--- src/rtl/namuru_siggen_if.sv ---
// Configuration and sample-stream bundle for the synthetic GPS L1 C/A sample generator.
// The master side configures and consumes samples; the slave side is the generator.
interface namuru_siggen_if #(
  parameter int unsigned NCO_W = 32
);
  logic             enable;
  logic             cfg_load;
  logic [3:0]       prn_tap1;
  logic [3:0]       prn_tap2;
  logic [NCO_W-1:0] carr_fcw;
  logic [NCO_W-1:0] code_fcw;
  logic             sign;
  logic             mag;
  logic             sample_valid;
  logic             chip_strobe;
  logic             epoch;
  logic [9:0]       chip_cnt;

  modport master (
    output enable, cfg_load, prn_tap1, prn_tap2, carr_fcw, code_fcw,
    input  sign, mag, sample_valid, chip_strobe, epoch, chip_cnt
  );

  modport slave (
    input  enable, cfg_load, prn_tap1, prn_tap2, carr_fcw, code_fcw,
    output sign, mag, sample_valid, chip_strobe, epoch, chip_cnt
  );
endinterface

--- src/rtl/namuru_siggen.sv ---
// Synthetic GPS L1 C/A sample generator: Gold code stepped by a code NCO, mixed with a
// 2-bit quantised carrier from a carrier NCO, emitted as registered sign/mag samples.
module namuru_siggen #(
  parameter int unsigned NCO_W = 32
) (
  input logic            sys_clk,
  input logic            sys_rst,
  namuru_siggen_if.slave sg
);

  // LFSR bit n-1 holds stage n; stage 10 is the output.
  logic [9:0]       g1_q, g1_d, g2_q, g2_d;
  logic [3:0]       tap1_q, tap1_d, tap2_q, tap2_d;
  logic [NCO_W-1:0] carr_fcw_q, carr_fcw_d, code_fcw_q, code_fcw_d;
  logic [NCO_W-1:0] carr_phase_q, carr_phase_d, code_phase_q, code_phase_d;
  logic [9:0]       chip_cnt_q, chip_cnt_d;
  logic             sign_q, sign_d, mag_q, mag_d;
  logic             valid_q, valid_d, strobe_q, strobe_d, epoch_q, epoch_d;

  logic             chip, g1_fb, g2_fb, code_carry;
  logic [NCO_W-1:0] code_sum;

  function automatic logic [3:0] clean_tap(input logic [3:0] t);
    return (t >= 4'd1 && t <= 4'd10) ? t : 4'd1;
  endfunction

  assign g1_fb = g1_q[2] ^ g1_q[9];
  assign g2_fb = g2_q[1] ^ g2_q[2] ^ g2_q[5] ^ g2_q[7] ^ g2_q[8] ^ g2_q[9];
  assign chip  = g1_q[9] ^ g2_q[tap1_q - 4'd1] ^ g2_q[tap2_q - 4'd1];
  assign {code_carry, code_sum} = {1'b0, code_phase_q} + {1'b0, code_fcw_q};

  always_comb begin
    g1_d         = g1_q;
    g2_d         = g2_q;
    tap1_d       = tap1_q;
    tap2_d       = tap2_q;
    carr_fcw_d   = carr_fcw_q;
    code_fcw_d   = code_fcw_q;
    carr_phase_d = carr_phase_q;
    code_phase_d = code_phase_q;
    chip_cnt_d   = chip_cnt_q;
    sign_d       = sign_q;
    mag_d        = mag_q;
    valid_d      = 1'b0;
    strobe_d     = 1'b0;
    epoch_d      = 1'b0;
    if (sg.cfg_load) begin
      tap1_d       = clean_tap(sg.prn_tap1);
      tap2_d       = clean_tap(sg.prn_tap2);
      carr_fcw_d   = sg.carr_fcw;
      code_fcw_d   = sg.code_fcw;
      g1_d         = '1;
      g2_d         = '1;
      carr_phase_d = '0;
      code_phase_d = '0;
      chip_cnt_d   = '0;
    end else if (sg.enable) begin
      // Samples come from the pre-update phase and chip.
      sign_d       = chip ^ carr_phase_q[NCO_W-1];
      mag_d        = carr_phase_q[NCO_W-2] ^ carr_phase_q[NCO_W-3];
      valid_d      = 1'b1;
      carr_phase_d = carr_phase_q + carr_fcw_q;
      code_phase_d = code_sum;
      if (code_carry) begin
        strobe_d = 1'b1;
        if (chip_cnt_q == 10'd1022) begin
          chip_cnt_d = '0;
          g1_d       = '1;
          g2_d       = '1;
          epoch_d    = 1'b1;
        end else begin
          chip_cnt_d = chip_cnt_q + 10'd1;
          g1_d       = {g1_q[8:0], g1_fb};
          g2_d       = {g2_q[8:0], g2_fb};
        end
      end
    end
  end

  always_ff @(posedge sys_clk) begin
    if (sys_rst) begin
      g1_q         <= '1;
      g2_q         <= '1;
      tap1_q       <= 4'd2;
      tap2_q       <= 4'd6;
      carr_fcw_q   <= '0;
      code_fcw_q   <= '0;
      carr_phase_q <= '0;
      code_phase_q <= '0;
      chip_cnt_q   <= '0;
      sign_q       <= 1'b0;
      mag_q        <= 1'b0;
      valid_q      <= 1'b0;
      strobe_q     <= 1'b0;
      epoch_q      <= 1'b0;
    end else begin
      g1_q         <= g1_d;
      g2_q         <= g2_d;
      tap1_q       <= tap1_d;
      tap2_q       <= tap2_d;
      carr_fcw_q   <= carr_fcw_d;
      code_fcw_q   <= code_fcw_d;
      carr_phase_q <= carr_phase_d;
      code_phase_q <= code_phase_d;
      chip_cnt_q   <= chip_cnt_d;
      sign_q       <= sign_d;
      mag_q        <= mag_d;
      valid_q      <= valid_d;
      strobe_q     <= strobe_d;
      epoch_q      <= epoch_d;
    end
  end

  assign sg.sign         = sign_q;
  assign sg.mag          = mag_q;
  assign sg.sample_valid = valid_q;
  assign sg.chip_strobe  = strobe_q;
  assign sg.epoch        = epoch_q;
  assign sg.chip_cnt     = chip_cnt_q;

endmodule

--- src/flat_wrapper.sv ---
// flat-port wrapper written by rule: the top's interface ports become plain ports
module namuru_siggen_flat 
#(
  parameter int unsigned NCO_W = 32
)
  (sys_clk, sys_rst, sg_enable, sg_cfg_load, sg_prn_tap1, sg_prn_tap2, sg_carr_fcw, sg_code_fcw, sg_sign, sg_mag, sg_sample_valid, sg_chip_strobe, sg_epoch, sg_chip_cnt);
  namuru_siggen_if #(.NCO_W(NCO_W)) sg_i ();
  input logic sys_clk;
  input logic sys_rst;
  input wire logic [$bits(sg_i.enable)-1:0] sg_enable;
  input wire logic [$bits(sg_i.cfg_load)-1:0] sg_cfg_load;
  input wire logic [$bits(sg_i.prn_tap1)-1:0] sg_prn_tap1;
  input wire logic [$bits(sg_i.prn_tap2)-1:0] sg_prn_tap2;
  input wire logic [$bits(sg_i.carr_fcw)-1:0] sg_carr_fcw;
  input wire logic [$bits(sg_i.code_fcw)-1:0] sg_code_fcw;
  output wire logic [$bits(sg_i.sign)-1:0] sg_sign;
  output wire logic [$bits(sg_i.mag)-1:0] sg_mag;
  output wire logic [$bits(sg_i.sample_valid)-1:0] sg_sample_valid;
  output wire logic [$bits(sg_i.chip_strobe)-1:0] sg_chip_strobe;
  output wire logic [$bits(sg_i.epoch)-1:0] sg_epoch;
  output wire logic [$bits(sg_i.chip_cnt)-1:0] sg_chip_cnt;
  assign sg_i.enable = sg_enable;
  assign sg_i.cfg_load = sg_cfg_load;
  assign sg_i.prn_tap1 = sg_prn_tap1;
  assign sg_i.prn_tap2 = sg_prn_tap2;
  assign sg_i.carr_fcw = sg_carr_fcw;
  assign sg_i.code_fcw = sg_code_fcw;
  assign sg_sign = sg_i.sign;
  assign sg_mag = sg_i.mag;
  assign sg_sample_valid = sg_i.sample_valid;
  assign sg_chip_strobe = sg_i.chip_strobe;
  assign sg_epoch = sg_i.epoch;
  assign sg_chip_cnt = sg_i.chip_cnt;
  namuru_siggen #(.NCO_W(NCO_W)) u_core (.sys_clk(sys_clk), .sys_rst(sys_rst), .sg(sg_i));
endmodule
--- config.mk ---
export PLATFORM = sky130hd
export DESIGN_NAME = namuru_siggen_flat
export DESIGN_NICKNAME = d
export VERILOG_FILES = /design/src/rtl/namuru_siggen_if.sv /design/src/rtl/namuru_siggen.sv /design/src/flat_wrapper.sv
export SDC_FILE = /design/constraint.sdc
export NUM_CORES = 1
export LEC_CHECK = 0
export CELL_PAD_IN_SITES_DETAIL_PLACEMENT = 0
export CELL_PAD_IN_SITES_GLOBAL_PLACEMENT = 1
export CORE_MARGIN = 8
export CORE_UTILIZATION = 30
export CTS_BUF_LIST = sky130_fd_sc_hd__clkbuf_16
export DETAILED_ROUTE_END_ITERATION = 7
export HOLD_SLACK_MARGIN = 0.08
export PLACE_DENSITY = 0.68
export RECOVER_POWER = 25
export SLEW_MARGIN = 20
export SYNTH_ARGS = -nofsm -noshare
export SYNTH_HDL_FRONTEND = slang
export SYNTH_SLANG_ARGS = --single-unit
export TNS_END_PERCENT = 5
--- constraint.sdc ---
create_clock -name sys_clk -period 8.6 [get_ports sys_clk]
set_input_delay 0.86 -clock sys_clk [delete_from_list [all_inputs] [get_ports sys_clk]]
set_output_delay 0.86 -clock sys_clk [all_outputs]
set_load 0.01 [all_outputs]
==> flow_metrics.tcl, run 1 <==
set metrics [dict create \
    status "finished, violations left" \
    failed_checks "max-capacitance violations, max-slew violations" \
    clock-sinks 171 \
    dp_slack_ns 4.95 \
    cts_buffers 17 \
    synth_seq_cells 171 \
    regToRegEndpoint "u_core.sg.chip_cnt[9]$_SDFFE_PP0P_" \
    yosysTopAreaCell "dfxtp_1" \
    period_share_pct 59.3 \
    final_util_pct 36.2 \
    chipWidth_um 195 \
    worstSetupPathType "in -> reg" \
    gr-total-overflow 0 \
    cts.htree.levels 4 \
    grt_usage_pct 12.8 \
    area_growth_syn_to_layout_pct 18.9 \
    switching_share_pct 28.4 \
    clockPowerShare_pct 42.3 \
    nets 1324 \
    postRouteAntennaNets 0 \
    coreArea_um2 31600 \
    ys_seq_area_share_pct 35.5 \
    cts_max_path_buffers 2 \
    cts_hold_buf 0 \
    post_cts.repair.setup_buffers 0 \
    fin_hold_ws_ns 0.469 \
    ys_warn_count 0 \
    holdCritStartpoint "u_core.code_phase_q[29]$_SDFFE_PP0P_" \
    drt_iter0_drc 372 \
    final_cells 1594 \
    r2r-start "u_core.code_phase_q[15]$_SDFFE_PP0P_" \
    endpoint_kind "flip-flop" \
    drive_gt1_share_pct 4.78 \
    place_congestion 0.811 \
    antenna_found_initial 0 \
    final_area_um2 11500 \
    fin_ws_ns 3.50 \
    grt_max_degree 77 \
    cts_tree "done" \
    io_pins 91 \
    synth_flop_cell "dfxtp_1" \
    met1Wirelength_mm 11.9 \
    synth_edf_count 0 \
    drtPass1Iterations 6 \
    max_freq_mhz 196 \
    syn-num-nets 1264 \
    fin_crit_ns 5.10 \
    floorplan.rows 65 \
    num_antenna_cells 0 \
    power.leakage_nw 4.91 \
    portBuffers 90 \
    vias 8013 \
    met2_length_mm 11.1 \
    pwr-share-comb_pct 12.1 \
    drcViolationCount 0 \
    dr_wl_met3_um 924 \
    design_power_total_mw 1.85 \
    arrival_ns 5.41 \
    crit_path_max_fanout 76 \
    start_util_pct 30.5 \
    async_flop_share_pct 0 \
    clock_latency_ns 0.45 \
    grt_pass1_vias 7721 \
    via_per_inst 5.03 \
    rsz0062_at_grt "false" \
    switching_power_mw 0.525 \
    power.share.sequential_pct 45.6 \
    yosys-top-cells-area "dfxtp_1, mux2i_1, ha_1" \
    dp_hpwl_mm 17.2 \
    root_buffer "clkbuf_16" \
    r2r_cells 11 \
    wl_per_cell_um 15.2 \
    min_path_type "reg -> reg" \
    p_per_area_nw_per_um2 161 \
    start_kind "primary input" \
    synth_cells 1119 \
    synth_cell_types 65 \
    dieArea_um2 38200 \
    setup_viol 0 \
    dieHeight_um 195 \
    maxCapViolations 1 \
    dpl_cell_area_um2 10900 \
    worst_pin_slew_ns 3.69 \
    grt_pass1_wl_mm 40.7 \
    cp.required_ns 8.91 \
    clock_skew_ns 0.0217 \
    min_path_cells 2 \
    syn_area_um2 9650 \
    r2r_slack_ns 5.32 \
    wl_mm 24.2 \
    slew_violations 77 \
    cts_resized 0 \
    ir_worst_vdd_mv 0.132 \
    tns_ns 0 \
    holdPathEnd "u_core.code_phase_q[29]$_SDFFE_PP0P_" \
    hold_viol_final 0 \
    p_int_mw 1.32 \
    synth_top_area_share_pct 35.5 \
    path_clk_slew_ns 0.07 \
    syn_area_per_cell_um2 8.62 \
    routed.top_layer "met4" \
    slew_headroom_pct -146 \
    dp_cells 1562 \
]
-- flip-flops by register name, indices dropped and copies added, names as in the netlist, 4 cells and up --
register and cells:
u_core.carr_fcw_q 32, u_core.carr_phase_q 32, u_core.code_fcw_q 32, u_core.code_phase_q 32
u_core.g1_q 10, u_core.g2_q 10, u_core.sg.chip_cnt 10, u_core.tap1_q 4
u_core.tap2_q 4
-- cell usage in the layout (no fill, tap or decap), types with 10 or more instances in the layout --
master / Yosys / routed
clkdlybuf4s50_1: 0 / 87
nand2_1: 71 / 71
inv_1: 18 / 18
xor2_1: 16 / 16
o21a_1: 10 / 10
o21ai_0: 43 / 43
a211oi_1: 12 / 12
nor2_1: 146 / 145
a21oi_1: 105 / 105
clkbuf_16: 0 / 17
o22ai_1: 11 / 11
a21o_1: 40 / 40
mux2i_1: 98 / 98
nand3_1: 24 / 24
dfxtp_1: 171 / 171
ha_1: 67 / 67
nor3_1: 54 / 54
xnor2_1: 48 / 48
-- worst max-delay path: stages --
cell and delay (ns):
buf_2 0.07, clkbuf_1 2.58, or2_4 0.77, buf_4 0.70
nor3_1 0.11, a31oi_1 0.18, nand3_1 0.10
-- power groups by stage --
stage	clock [mW]	sequential [mW]	combinational (mW)
global placement	0	0.860	0.222
global route	0.840	0.845	0.250
detailed placement	0	0.860	0.224
finish	0.781	0.841	0.224
CTS	0.808	0.842	0.226
floorplan	0	0.851	0.154
-- worst max path at each step --
stage / start / end / slack, ns / cells past startpoint
finish: sys_rst / u_core.code_phase_q[19]$_SDFFE_PP0P_ / 3.50 / 7
global route: sys_rst / u_core.code_phase_q[19]$_SDFFE_PP0P_ / 2.86 / 7
CTS: u_core.code_fcw_q[17]$_SDFFE_PP0P_ / u_core.sg.chip_cnt[9]$_SDFFE_PP0P_ / 5.32 / 11
detailed placement: sg_enable / u_core.sg.chip_cnt[9]$_SDFFE_PP0P_ / 4.95 / 8
global placement: sg_enable / u_core.sg.chip_cnt[9]$_SDFFE_PP0P_ / 5.00 / 8
floorplan: u_core.carr_phase_q[0]$_SDFFE_PP0P_ / u_core.carr_phase_q[28]$_SDFFE_PP0P_ / 5.74 / 11
-- cells by family after synthesis --
family	share of synthesized area, %
AND/OR/NAND/NOR	16.6
AO/OA/AOI/OAI	18.7
flip-flops	35.5
multiplexers	11.3
buffers and inverters	2.92
adder cells (fa/ha/maj)	9.10
XOR/XNOR	5.81
-- metal layers --
metal	global-route usage, %	up-vias
met3	2.73	23
li1	-	4161
met4	3.57	0
met2	20.5	128
met5	0	-
met1	17.1	3701
-- area by class of cell --
cell class | count | area [um^2]
Fill cell | 3228 | 20200
Multi-Input combinational cell | 875 | 5960
Sequential cell | 171 | 3420
Timing Repair Buffer | 95 | 922
Tap cell | 402 | 503
Clock buffer | 17 | 425
Clock inverter | 15 | 166
Inverter | 19 | 71.3
-- synthesized netlist by cell type (all sizes together), types with 3 or more instances --
| master | n |
|---|---|
| xnor2 | 48 |
| a211o | 6 |
| a21o | 40 |
| o21a | 10 |
| a21oi | 105 |
| o211a | 3 |
| mux4 | 4 |
| mux2i | 98 |
| ha | 67 |
| and3 | 8 |
| nand2b | 5 |
| o211ai | 8 |
| a41oi | 4 |
| nor2 | 146 |
| nor3 | 54 |
| a211oi | 13 |
| buf | 20 |
| nand3b | 3 |
| o21ai | 43 |
| clkbuf | 34 |
| xor2 | 16 |
| nand4 | 8 |
| a221o | 4 |
| a31oi | 7 |
| inv | 19 |
| o22ai | 11 |
| o31ai | 5 |
| nor2b | 8 |
| or3 | 3 |
| and2 | 6 |
| nand3 | 24 |
| nand2 | 71 |
| o21bai | 5 |
| or2 | 7 |
| dfxtp | 171 |
(Power assumes the default switching activity.)
==> inputs of run 2 (changes only) <==
==> constraint.sdc (replaced) <==
create_clock -name sys_clk -period 4.95 [get_ports sys_clk]
set_input_delay 0.495 -clock sys_clk [delete_from_list [all_inputs] [get_ports sys_clk]]
set_output_delay 0.495 -clock sys_clk [all_outputs]
set_load 0.01 [all_outputs]
==> run 2 against run 1 <==
Against the previous run: the run still ends with max-capacitance violations, max-slew violations left; worst setup slack lost 2.2 ns; first-iteration DRC count rose by 12%; via count unchanged; sequential power up 74%; design area is essentially flat; worst hold slack hardly changed; sequential share of layout area is essentially flat; routed wire length is 2.2% higher; count of clock-buffer cells in the layout stayed put; global-route usage grew 0.24 points; critical path type unchanged; critical endpoint is now u_core.sg.chip_cnt[1]$_SDFFE_PP0P_.
==> flow_metrics.tcl, run 2 (synthesized netlist as in run 1, its figures left out) <==
set metrics [dict create \
    status "finished, violations left" \
    failed_checks "max-capacitance violations, max-slew violations" \
    crit_path_max_incr_delay_ns 1.61 \
    antenna_found_initial 0 \
    place_congestion 0.824 \
    holdCritStartpoint "u_core.code_phase_q[29]$_SDFFE_PP0P_" \
    cts_max_path_buffers 2 \
    r2r_slack_ns 1.62 \
    dieHeight_um 195 \
    cts_buffers 17 \
    grt_pass1_wl_mm 40.9 \
    fin_hold_ws_ns 0.469 \
    gr-usage-met1_pct 17.3 \
    cts_hold_buf 0 \
    dp_cells 1564 \
    path_cells "clkbuf_1 -> or2_1 -> buf_4 -> nor3_1 -> nand2_1 -> o21ai_0" \
    setup_viol 0 \
    grt_usage_pct 13.1 \
    r2r_cells 11 \
    area_growth_syn_to_layout_pct 18.8 \
    rsz0062_at_grt "false" \
    grt_max_degree 53 \
    wl_mm 24.7 \
    worst_pin_slew_ns 2.71 \
    ir_worst_vdd_mv 0.218 \
    power.leakage_nw 4.90 \
    clock-sinks 171 \
    final_cells 1596 \
    portBuffers 90 \
    dp_hpwl_mm 17.3 \
    fin_crit_ns 3.67 \
    r2r-start "u_core.code_fcw_q[17]$_SDFFE_PP0P_" \
    slew_headroom_pct -81.0 \
    cts_tree "done" \
    layout_commonest_cell "dfxtp_1" \
    hold_viol_final 0 \
    vias 8013 \
    floorplan.rows 65 \
    dieArea_um2 38200 \
    design_power_total_mw 3.21 \
    num_antenna_cells 0 \
    worstSetupPathType "in -> reg" \
    min_path_cells 2 \
    crit_slowest_cell "or2_1" \
    clock_skew_ns 0.0129 \
    final_util_pct 36.2 \
    slew_violations 154 \
    top_usage_layer "met2" \
    drive_gt1_share_pct 4.44 \
    via_per_inst 5.02 \
    final_area_um2 11500 \
    dp_slack_ns 1.64 \
    cts_resized 0 \
    fin_ws_ns 1.28 \
    postRouteAntennaNets 0 \
    min_path_type "reg -> reg" \
    post_cts.repair.setup_buffers 0 \
    fillers 3237 \
    timing.critical_path.from "sys_rst" \
    holdPathEnd "u_core.code_phase_q[29]$_SDFFE_PP0P_" \
    grt_use_met3_pct 2.58 \
    gr-total-overflow 0 \
    regToRegEndpoint "u_core.g2_q[0]$_SDFFE_PP1P_" \
    nets 1326 \
    wl_per_cell_um 15.5 \
    cp.required_ns 5.25 \
    path_clk_slew_ns 0.07 \
    arrival_ns 3.97 \
    p_per_area_nw_per_um2 280 \
    root_buffer "clkbuf_16" \
    tns_ns 0 \
    start_util_pct 30.5 \
    max_freq_mhz 272 \
    cts.htree.levels 4 \
    period_share_pct 74.1 \
    maxCapViolations 4 \
    drt_iter0_drc 415 \
    crit_path_max_fanout 47 \
    final_cell_mix "dfxtp_1, nor2_1, a21oi_1, mux2i_1, clkdlybuf4s50_1" \
    endpoint_kind "flip-flop" \
    grtUsageMet2_pct 21.1 \
    drcViolationCount 0 \
    chipWidth_um 195 \
    dpl_cell_area_um2 10900 \
    grt_pass1_vias 7823 \
    start_kind "primary input" \
    drtPass1Iterations 4 \
    coreArea_um2 31600 \
    clock_latency_ns 0.43 \
    io_pins 91 \
]
[run 2: cell count changes in the layout (fill, tap and decap cells not counted), moves of 2 or more]
cell and change:
clkbuf_1 +2, inv_1 +2, clkinv_8 -3, clkinvlp_4 +3
[run 2: metal layers]
metal  share of wire (%)  routed length, um
met5                   0                  0
met4                 1.0                253
met3                 3.5                869
met2                  45              11100
met1                  51              12500
[run 2: worst max-delay path by stage]
| stage | end | slack [ns] | depth (start not counted) |
|---|---|---|---|
| global placement | u_core.g2_q[0]$_SDFFE_PP1P_ | 1.71 | 11 |
| finish | u_core.sg.chip_cnt[1]$_SDFFE_PP0P_ | 1.28 | 6 |
| floorplan | u_core.carr_phase_q[28]$_SDFFE_PP0P_ | 2.09 | 11 |
| CTS | u_core.g2_q[0]$_SDFFE_PP1P_ | 1.64 | 11 |
| global route | u_core.sg.chip_cnt[1]$_SDFFE_PP0P_ | 0.88 | 6 |
| detailed placement | u_core.g2_q[0]$_SDFFE_PP1P_ | 1.64 | 11 |
[run 2: where the power goes]
| part | internal [mW] | total (mW) | switching, mW |
|---|---|---|---|
| Combinational | 0.190 | 0.398 | 0.208 |
| Clock | 0.715 | 1.35 | 0.635 |
| Sequential | 1.42 | 1.46 | 0.0342 |
| Total | 2.33 | 3.21 | 0.877 |
[run 2: layout make-up]
type	instances	area [um^2]	share of cell area (%)
well taps	402	503	4.39
clock inverters	15	154	1.34
clock buffers	17	425	3.71
multi-input cells	875	5950	51.9
inverters	19	71.3	0.622
repair buffers	97	930	8.11
flip-flops and latches	171	3420	29.9
[run 2: worst max-delay path, delay by kind of cell]
kind                   cells  cell delay (ns)
AO/OA/AOI/OAI              1             0.08
buffers and inverters      2             1.58
AND/OR/NAND/NOR            3             1.79
==> inputs of run 3 (changes only) <==
--- a/config.mk
+++ b/config.mk
@@ -12,7 +12,7 @@
 export CTS_BUF_LIST = sky130_fd_sc_hd__clkbuf_16
 export DETAILED_ROUTE_END_ITERATION = 7
 export HOLD_SLACK_MARGIN = 0.08
-export PLACE_DENSITY = 0.68
+export PLACE_DENSITY = 0.71
 export RECOVER_POWER = 25
 export SLEW_MARGIN = 20
 export SYNTH_ARGS = -nofsm -noshare
==> constraint.sdc (replaced) <==
create_clock -name sys_clk -period 3.3 [get_ports sys_clk]
set_input_delay 0.33 -clock sys_clk [delete_from_list [all_inputs] [get_ports sys_clk]]
set_output_delay 0.33 -clock sys_clk [all_outputs]
set_load 0.01 [all_outputs]
==> run 3 against run 2 <==
Against the previous run: the flow still finishes with violations (max-capacitance violations, max-slew violations); clock power up 55%; cell count up 0.63%; routed wire length down 1.6%; largest cell class unchanged.
==> flow_metrics.tcl, run 3 (synthesized netlist as in run 1, its figures left out) <==
set metrics [dict create \
    drt_iter0_drc 382 \
    chipWidth_um 195 \
    grt_use_met3_pct 2.67 \
    wl_mm 24.4 \
    place_congestion 0.821 \
    grtUsageMet2_pct 20.4 \
    p_per_area_nw_per_um2 421 \
    gr-total-overflow 0 \
    wl_per_cell_um 15.2 \
    cts.htree.levels 4 \
    grt_pass1_wl_mm 40.3 \
    nets 1336 \
    drive_gt1_share_pct 5.48 \
    slew_violations 75 \
    final_cell_mix "dfxtp_1, nor2_1, a21oi_1, mux2i_1, clkdlybuf4s50_1" \
    grt_max_degree 75 \
    dp_cells 1574 \
    min_path_type "in -> reg" \
    ir_worst_vdd_mv 0.352 \
    gr-usage-met1_pct 16.8 \
    clock_latency_ns 0.43 \
    dieArea_um2 38200 \
    failed_checks "max-capacitance violations, max-slew violations" \
    drcViolationCount 0 \
    cts_max_path_buffers 2 \
    maxCapViolations 1 \
    clock-sinks 171 \
    start_util_pct 30.5 \
    multiInputGateArea_um2 5960 \
    drtPass1Iterations 5 \
    worst_pin_slew_ns 1.72 \
    dp_hpwl_mm 17.2 \
    final_cells 1606 \
    layout_commonest_cell "dfxtp_1" \
    floorplan.rows 65 \
    hold_viol_final 0 \
    crit_path_max_fanout 5 \
    num_antenna_cells 0 \
    via_per_inst 4.99 \
    status "finished, violations left" \
    dieHeight_um 195 \
    root_buffer "clkbuf_16" \
    top_usage_layer "met2" \
    coreArea_um2 31600 \
    postRouteAntennaNets 0 \
    cts_tree "done" \
    final_util_pct 36.6 \
    cp.required_ns 3.60 \
    io_pins 91 \
    max_freq_mhz 317 \
    worstSetupPathType "reg -> reg" \
    cts_hold_buf 0 \
    tns_ns 0 \
    area_growth_syn_to_layout_pct 19.9 \
    cts_buffers 17 \
    portBuffers 90 \
    seq_area_um2 3420 \
    grt_pass1_vias 7895 \
    period_share_pct 95.5 \
    antenna_found_initial 0 \
    setup_viol 0 \
    vias 8021 \
    fillers 3228 \
    slew_headroom_pct -14.8 \
    start_kind "flip-flop" \
    rsz0062_at_grt "false" \
    path_clk_slew_ns 0.07 \
    endpoint_kind "flip-flop" \
    grt_usage_pct 12.7 \
    clock_skew_ns 0.0144 \
    fin_crit_ns 3.15 \
    power.leakage_nw 4.97 \
    arrival_ns 3.45 \
]
## run 3: what timing repair did
item,4_1_cts,5_1_grt
buffers inserted,0,0
gates resized for setup,0,1
endpoints found under the setup margin,0,1
## run 3: final timing paths
kind                                                           start                                    to  slack (ns)  depth (start not counted)
worst min-delay path                                     sg_cfg_load           u_core.g1_q[0]$_SDFFE_PP1P_        0.38                          4
worst min register to register  u_core.code_phase_q[29]$_SDFFE_PP0P_  u_core.code_phase_q[29]$_SDFFE_PP0P_        0.46                          2
worst max-delay path             u_core.carr_phase_q[0]$_SDFFE_PP0P_  u_core.carr_phase_q[28]$_SDFFE_PP0P_        0.15                         11
worst max register to register   u_core.carr_phase_q[0]$_SDFFE_PP0P_  u_core.carr_phase_q[28]$_SDFFE_PP0P_        0.15                         11
## run 3: area by class of cell
| class | instances | share of cell area [%] |
|---|---|---|
| multi-input cells | 875 | 51.5 |
| repair buffers | 107 | 8.75 |
| flip-flops and latches | 171 | 29.6 |
| inverters | 19 | 0.616 |
| clock buffers | 17 | 3.68 |
| clock inverters | 15 | 1.48 |
| well taps | 402 | 4.35 |
## run 3: stage by stage
| step | setup WS, ns | hold slack, ns | total power [mW] | cell area (um^2) |
|---|---|---|---|---|
| after floorplan | 0.443 | 0.432 | 2.62 | 9650 |
| after global placement | 0.171 | 0.443 | 2.83 | 11000 |
| after detailed placement | 0.151 | 0.454 | 2.84 | 11000 |
| after CTS | 0.102 | 0.379 | 4.95 | 11600 |
| after global routing | 0.00981 | 0.382 | 5.10 | 11600 |
| final | 0.150 | 0.378 | 4.87 | 11600 |
## run 3: per-layer routing
| metal | vias up | wire length [um] |
|---|---|---|
| met3 | 27 | 962 |
| met4 | 0 | 417 |
| met1 | 3683 | 12200 |
| met5 | - | 0 |
| met2 | 123 | 10800 |
| li1 | 4188 | - |
## run 3: critical path: stages (launching register included)
cell and delay [ns]:
dfxtp_1 0.31, ha_1 0.23, fa_1 0.42, a21o_1 0.21, a311o_1 0.38, a211o_1 0.32
a21o_1 0.25, a41oi_4 0.29, o31ai_1 0.15, a21o_1 0.21, mux2i_1 0.15, o22ai_1 0.09
## run 3: power breakdown
part / internal (mW) / switching (mW)
clock: 1.19 / 0.896
combinational: 0.285 / 0.311
sequential: 2.14 / 0.0524
total: 3.61 / 1.26
